[src/rtl/branch_resolve_unit_pkg.sv]
// Shared types and constants for the branch resolve unit and its prediction FIFO.
package branch_resolve_unit_pkg;

  localparam int unsigned DEFAULT_DEPTH     = 4;
  localparam int unsigned DEFAULT_PHT_IDX_W = 5;
  localparam logic [1:0]  PHT_RESET         = 2'b01;
  localparam logic [31:0] PC_STEP           = 32'd4;

  typedef struct packed {
    logic [31:0] pc;
    logic        pred_taken;
    logic [31:0] pred_target;
  } pred_entry_t;

  // 2-bit saturating counter step
  function automatic logic [1:0] pht_next(input logic [1:0] ctr, input logic taken);
    if (taken) return (ctr == 2'b11) ? 2'b11 : 2'(ctr + 2'd1);
    else       return (ctr == 2'b00) ? 2'b00 : 2'(ctr - 2'd1);
  endfunction

endpackage

[src/rtl/branch_resolve_unit_pred_fifo.sv]
// In-order FIFO of in-flight fetch predictions; clear drops every entry at once.
module branch_resolve_unit_pred_fifo
  import branch_resolve_unit_pkg::*;
#(
  parameter int unsigned DEPTH = DEFAULT_DEPTH
) (
  input  logic        clk,
  input  logic        reset,
  input  logic        push,
  input  logic        pop,
  input  logic        clear,
  input  pred_entry_t wr_data,
  output pred_entry_t head,
  output logic        empty,
  output logic        full
);

  localparam int unsigned PTR_W = $clog2(DEPTH);
  localparam int unsigned CNT_W = $clog2(DEPTH + 1);

  pred_entry_t       mem [DEPTH];
  logic [PTR_W-1:0]  rd_ptr;
  logic [PTR_W-1:0]  wr_ptr;
  logic [CNT_W-1:0]  count;
  logic              do_push;
  logic              do_pop;

  assign empty   = (count == '0);
  assign full    = (count == CNT_W'(DEPTH));
  assign do_push = push && !full;
  assign do_pop  = pop && !empty;
  assign head    = mem[rd_ptr];

  always_ff @(posedge clk) begin
    if (do_push && !clear) mem[wr_ptr] <= wr_data;
  end

  // Pointers wrap naturally because DEPTH is a power of two
  always_ff @(posedge clk) begin
    if (!reset || clear) begin
      rd_ptr <= '0;
      wr_ptr <= '0;
      count  <= '0;
    end else begin
      if (do_push) wr_ptr <= PTR_W'(wr_ptr + PTR_W'(1));
      if (do_pop)  rd_ptr <= PTR_W'(rd_ptr + PTR_W'(1));
      count <= CNT_W'(count + CNT_W'(do_push) - CNT_W'(do_pop));
    end
  end

endmodule

[src/rtl/branch_resolve_unit.sv]
// Checks in-flight fetch predictions against EX resolution; drives flush/redirect,
// BTB update and the 2-bit pattern history table read by fetch.
module branch_resolve_unit
  import branch_resolve_unit_pkg::*;
#(
  parameter int unsigned DEPTH     = DEFAULT_DEPTH,
  parameter int unsigned PHT_IDX_W = DEFAULT_PHT_IDX_W
) (
  input  logic        clk,
  input  logic        reset,
  input  logic        push_valid,
  output logic        push_ready,
  input  logic [31:0] push_pc,
  input  logic        push_pred_taken,
  input  logic [31:0] push_pred_target,
  input  logic        resolve_valid,
  input  logic        resolve_is_branch,
  input  logic        resolve_taken,
  input  logic [31:0] resolve_target,
  input  logic [31:0] lookup_pc,
  output logic        lookup_taken,
  output logic        flush,
  output logic [31:0] redirect_pc,
  output logic        upd_valid,
  output logic [31:0] upd_source_pc,
  output logic [31:0] upd_target_pc,
  output logic        upd_branch_taken,
  output logic        err_underflow
);

  localparam int unsigned PHT_SIZE = 1 << PHT_IDX_W;

  pred_entry_t          head;
  pred_entry_t          wr_entry;
  logic                 fifo_empty;
  logic                 fifo_full;
  logic                 resolve_fire;
  logic                 mispredict;
  logic                 upd_fire;
  logic                 squash;
  logic [PHT_IDX_W-1:0] upd_idx;
  logic [PHT_IDX_W-1:0] lookup_idx;
  logic [1:0]           pht [PHT_SIZE];
  logic                 unused_lookup_bits;

  assign wr_entry     = '{pc: push_pc, pred_taken: push_pred_taken, pred_target: push_pred_target};
  assign push_ready   = !fifo_full;
  assign resolve_fire = resolve_valid && !fifo_empty;

  // A false BTB hit on a non-branch is also a mispredict
  assign mispredict = resolve_is_branch
                      ? ((resolve_taken != head.pred_taken) ||
                         (resolve_taken && (resolve_target != head.pred_target)))
                      : head.pred_taken;
  assign upd_fire   = resolve_is_branch || head.pred_taken;
  assign squash     = resolve_fire && mispredict;

  assign upd_idx            = head.pc[PHT_IDX_W+1:2];
  assign lookup_idx         = lookup_pc[PHT_IDX_W+1:2];
  assign lookup_taken       = pht[lookup_idx][1];
  assign unused_lookup_bits = ^{lookup_pc[31:PHT_IDX_W+2], lookup_pc[1:0]};

  branch_resolve_unit_pred_fifo #(.DEPTH(DEPTH)) u_pred_fifo (
    .clk     (clk),
    .reset   (reset),
    .push    (push_valid && !squash),
    .pop     (resolve_fire),
    .clear   (squash),
    .wr_data (wr_entry),
    .head    (head),
    .empty   (fifo_empty),
    .full    (fifo_full)
  );

  // Resolve outputs, sticky underflow flag and PHT training
  always_ff @(posedge clk) begin
    if (!reset) begin
      flush            <= 1'b0;
      redirect_pc      <= '0;
      upd_valid        <= 1'b0;
      upd_source_pc    <= '0;
      upd_target_pc    <= '0;
      upd_branch_taken <= 1'b0;
      err_underflow    <= 1'b0;
      for (int i = 0; i < int'(PHT_SIZE); i++) pht[i] <= PHT_RESET;
    end else begin
      flush     <= squash;
      upd_valid <= resolve_fire && upd_fire;
      if (squash)
        redirect_pc <= (resolve_is_branch && resolve_taken) ? resolve_target
                                                             : 32'(head.pc + PC_STEP);
      if (resolve_fire && upd_fire) begin
        upd_source_pc    <= head.pc;
        upd_target_pc    <= resolve_target;
        upd_branch_taken <= resolve_is_branch && resolve_taken;
      end
      if (resolve_valid && fifo_empty) err_underflow <= 1'b1;
      if (resolve_fire && resolve_is_branch)
        pht[upd_idx] <= pht_next(pht[upd_idx], resolve_taken);
    end
  end

endmodule

[config.mk]
export PLATFORM = sky130hd
export DESIGN_NAME = branch_resolve_unit
export DESIGN_NICKNAME = d
export VERILOG_FILES = /design/src/rtl/branch_resolve_unit_pkg.sv /design/src/rtl/branch_resolve_unit_pred_fifo.sv /design/src/rtl/branch_resolve_unit.sv
export SDC_FILE = /design/constraint.sdc
export NUM_CORES = 1
export LEC_CHECK = 0
export ABC_AREA = 0
export CORE_ASPECT_RATIO = 0.6
export CORE_MARGIN = 2
export CORE_UTILIZATION = 35
export CTS_BUF_LIST = sky130_fd_sc_hd__clkbuf_8 sky130_fd_sc_hd__clkbuf_16
export DETAILED_ROUTE_END_ITERATION = 6
export GPL_TIMING_DRIVEN = 0
export SKIP_LAST_GASP = 1
export SYNTH_ARGS = -nofsm -noshare
export SYNTH_HDL_FRONTEND = slang
export SYNTH_SLANG_ARGS = --single-unit
[constraint.sdc]
create_clock -name clk -period 5.2 [get_ports clk]
set_input_delay 1.04 -clock clk [delete_from_list [all_inputs] [get_ports clk]]
set_output_delay 1.04 -clock clk [all_outputs]
set_load 0.005 [all_outputs]
* Word level (Yosys, flattened, before mapping) *
Memories as Yosys holds them, arrays and structs flattened. A register that Yosys moved wholly into a read port is not among the register bits.
Index checks and enable logic that the tools add are counted.

word-level totals
  bits in registers = 107
  latch bits = 0
  memory bits (writable) = 324
  memory bits (read-only) = 0
  input bits = 135
  memories kept = 2

operators by class
  add/subtract/negate cells = 7
  multipliers = 0
  divide/modulo/power cells = 0
  $lt $le $gt $ge = 0
  equal/unequal tests = 4
  shifts and indexed selects = 0
  muxes and demuxes = 18
  bitwise logic cells = 0
  reductions and logical operators = 21

memories
  memory           depth  bits a word  read ports  clocked after memory_dff  wr ports  RTL line                             source
  u_pred_fifo.mem  4      65           1           1                         1         branch_resolve_unit_pred_fifo.sv:21  pred_entry_t mem [DEPTH];
  pht              32     2            2           0                         32        branch_resolve_unit.sv:43            logic [1:0] pht [PHT_SIZE];

operators by type and width
  operator                 number
  $add A32 B3 Y32 const B  1
  $mux W32                 1
  $ne A32 B32 Y1           1
  $mux W2                  8
  $logic_and A1 B1 Y1      11
  $mux W1                  8
  $add A2 B1 Y2 const B    3
  $mux W5                  1
  $logic_not A1 Y1         4
  $add A3 B1 Y3            1
  $eq A3 B3 Y1 const B     1
  $logic_not A3 Y1         1
  $logic_or A1 B1 Y1       3
  $sub A3 B1 Y3            1
  $eq A2 B2 Y1 const B     1
  $logic_not A2 Y1         1
  $reduce_or A2 Y1         1
  $sub A2 B1 Y2 const B    1
  $ne A1 B1 Y1             1

* Depth between registers and ports, before layout *
  depth after elaboration = 11
  depth in mapped cells = 14
  depth with buffers taken out = 11

* Modules after synthesis *
From an unflattened synthesis, not the netlist that was laid out.

unflattened totals
  cells, all modules = 1295
  area total of the unflattened synthesis = 18236.2 µm²

by module, submodules not included
  module                         instances  cells an instance  area each (µm²)
  branch_resolve_unit_pred_fifo  1          392                9894.5
  branch_resolve_unit            1          903                8341.8

* Worst setup path after synthesis *
Ideal clock, no wire load.

  path type = register to register
  start = register (tool-made name)
  end = memory u_pred_fifo.mem[0][0] (netlist bit), enable pin
  setup time = 0.430 ns
  data arrival time = 3.845 ns
  data required time = 4.770 ns
  slack = 0.925 ns
  cell stages (with the launch flop) = 11
  path buffers = 3
  clock period less this slack = 4.275 ns
  cell sequence = dfxtp_1 -> buf_6 -> buf_2 -> mux4_2 -> xnor2_1 -> nand4_1 -> nor4_1 -> a31oi_1 -> buf_2 -> nor2_1 -> and2_1

RTL lines
  item           RTL line
  end, declared  branch_resolve_unit_pred_fifo.sv:21

==> flow_summary.toml <==
[yosys]
yosysWarnings = 0
ys_types = 63
syn_nets = 1492
syn_inst = 1346
ys_seq_area_share_pct = 64.1
syn_area_mm2 = 0.0186
ys.flop_type = "edfxtp_1"
ys_ff_latch = 433
synth.avg_cell_area_um2 = 13.8
async_reset_ff_share_pct = 0
synth_edf_count = 324

[cells_and_area]
fin_nets = 1747
fin_cells = 2340
num-fill-cells = 4846
drive_gt1_share_pct = 13.1
synthToLayoutAreaGrowth_pct = 24.3

[global_route]
grt_max_degree = 36
grt.overflow.total = 0
grt_pass1_vias = 12400
track_usage_pct = 20.4
grt_pass1_wl_mm = 82.0
antenna_found_initial = 6

[sta]
slew_violations = 0
fin_tns_setup_ns = 0
setup_viol_count_final = 0
worstMarginPinSlew_ns = 0.982
hold_viol = 0
final.setup_skew_ns = 0.0372
postLayoutSetupSlackWorst_ns = 0.630
fin_crit_sh_pct = 87.9
slew_headroom_pct = 34.1
rsz0062_at_grt = "false"
fmax_mhz = 219
period_needed_ns = 4.57

[floorplanning]
die_area_mm2 = 0.0550
initial_core_util_pct = 35.4
ios = 237
dieWidth_um = 302
core_mm2 = 0.0525
die_h_um = 183
num_rows = 65

[hold_path]
hp-class = "register to register"
min-delay-start = "redirect_pc[25]"

[placement]
port-buffer-count = 207
gp_congestion = 0.917
dp_slack_ns = 0.545
placed_cells = 2260
dp.final_hpwl_mm = 41.4

[clock_network]
numCtsBuffers = 42
clk_latency_ns = 0.56
clk_path_buf_depth = 3
cts_hold_buf = 0
postCtsSetupBuffers = 0
clock_sinks = 433
path_clk_slew_ns = 0.06
h-tree-depth = 2
cts-root-buf = "clkbuf_16"
cts_resized = 0
tritoncts = "built"

[power_and_ir_drop]
powerDensity_mw_per_mm2 = 482
leakage_uw = 0.00754
peakVddDrop_v = 0.000240

[worst_setup_path]
critPathKind = "register to register"
crit_fanout = 35
critPathRequiredTime_ns = 5.42
reg2reg_slack_ns = 0.63
cp.arrival_ns = 4.79
startpoint_type = "register"
cp-end-kind = "register"

[run_status]
status = "finished clean"

[detailed_routing]
via_count = 12400
drt_wl_total_mm = 56.3
avgRoutedWirePerCell_um = 24.1
avgViaCountPerCell = 5.30
dr.pass1.iters = 5
antenna_left = 0
drt_iter0_markers = 1258
drcViolationCount = 0

[run]
cap_violations = 0
==> synth_stat cells, types with 12 or more instances <==
master	instances	area [µm²]
xor2_1	15	131
nand2_1	269	1010
nand3_1	22	110
o2111ai_1	14	123
inv_1	14	52.6
buf_2	24	120
o21ai_0	31	155
a21oi_1	30	150
edfxtp_1	324	9730
nand4b_1	33	289
xnor2_1	48	420
nand4_1	12	75.1
dfxtp_1	109	2180
nor2_1	37	139
clkbuf_1	53	199
a21boi_0	64	480
mux2i_1	30	300
mux4_2	76	1710
==> path summary, 6_finish.rpt <==
check	endpoint	cells after the start
max	u_pred_fifo.mem[0][50]	11
min	redirect_pc[25]	2
max reg2reg	u_pred_fifo.mem[0][50]	11
min reg2reg	redirect_pc[25]	2
==> report_power, final <==
part	internal (µW)	leakage [µW]	switching, µW	total [µW]
combinational	1400	0.00299	2180	3580
sequential	4180	0.00381	178	4360
clock	1870	0.000739	1320	3200
==> per-layer routing <==
| metal | up-vias | GRT usage (%) | wire [µm] |
|---|---|---|---|
| met2 | 440 | 31.7 | 25700 |
| met1 | 6332 | 28.8 | 25100 |
| li1 | 5536 | - | - |
| met5 | - | 0 | 34 |
| met3 | 81 | 4.32 | 4110 |
| met4 | 6 | 5.80 | 1390 |
==> logic make-up after synthesis <==
kind of cell | after synthesis | synth area share (%)
flip-flops | 433 | 64.1
AO/OA/AOI/OAI | 187 | 7.14
AND/OR/NAND/NOR | 433 | 11.0
buffers and inverters | 111 | 3.06
adder cells (fa/ha/maj) | 11 | 0.781
XOR/XNOR | 63 | 2.97
multiplexers | 108 | 10.9
==> critical path, cell delays in order, from the launching register on <==
cell and delay [ns]:
dfxtp_1 0.34, buf_4 0.24, clkbuf_1 0.59, mux4_2 0.42, xnor2_1 0.18, nand4_1 0.15
nor4_1 0.54, a31oi_1 0.24, buf_2 0.26, nor2_1 0.34, and2_4 0.57, buf_16 0.29
==> final cells by class <==
type                    instances  area [µm²]  share of cell area [%]
multi-input cells             802        6120                    26.5
plain buffers                  96         512                    2.22
inverters                      15        56.3                   0.244
clock buffers                  47        1140                    4.94
flip-flops and latches        433       11900                    51.6
well taps                     703         880                    3.81
repair buffers                211        2180                    9.45
clock inverters                30         293                    1.27
diodes                          3        7.51                  0.0325
==> layout by cell type (no fill, tap or decap), drive strengths merged, types with 40 or more instances in the layout <==
master,n
nand2,269
a21boi,64
a21oi,40
clkdlybuf4s50,207
dfxtp,109
edfxtp,324
xnor2,48
buf,47
mux4,76
clkbuf,100
==> stage by stage <==
stage	utilization, %	hold WS [ns]	cell area (µm²)	power, µW
detailed placement	41.2	0.449	21700	7980
CTS	44.0	0.458	23100	11200
global placement	41.0	0.442	21500	7930
floorplan	-	0.445	18600	6530
finish	44.0	0.458	23100	11100
global route	44.0	0.474	23100	11600
==> sequential cells by signal (all words and copies together) (netlist names), named ones only <==
signal and cells:
u_pred_fifo.mem 260, pht 64, redirect_pc 32, upd_source_pc 32, upd_target_pc 32, u_pred_fifo.count 3, u_pred_fifo.rd_ptr 2, u_pred_fifo.wr_ptr 2
err_underflow 1, flush 1, upd_branch_taken 1, upd_valid 1
Note: power is estimated with default switching activity, not from simulation.
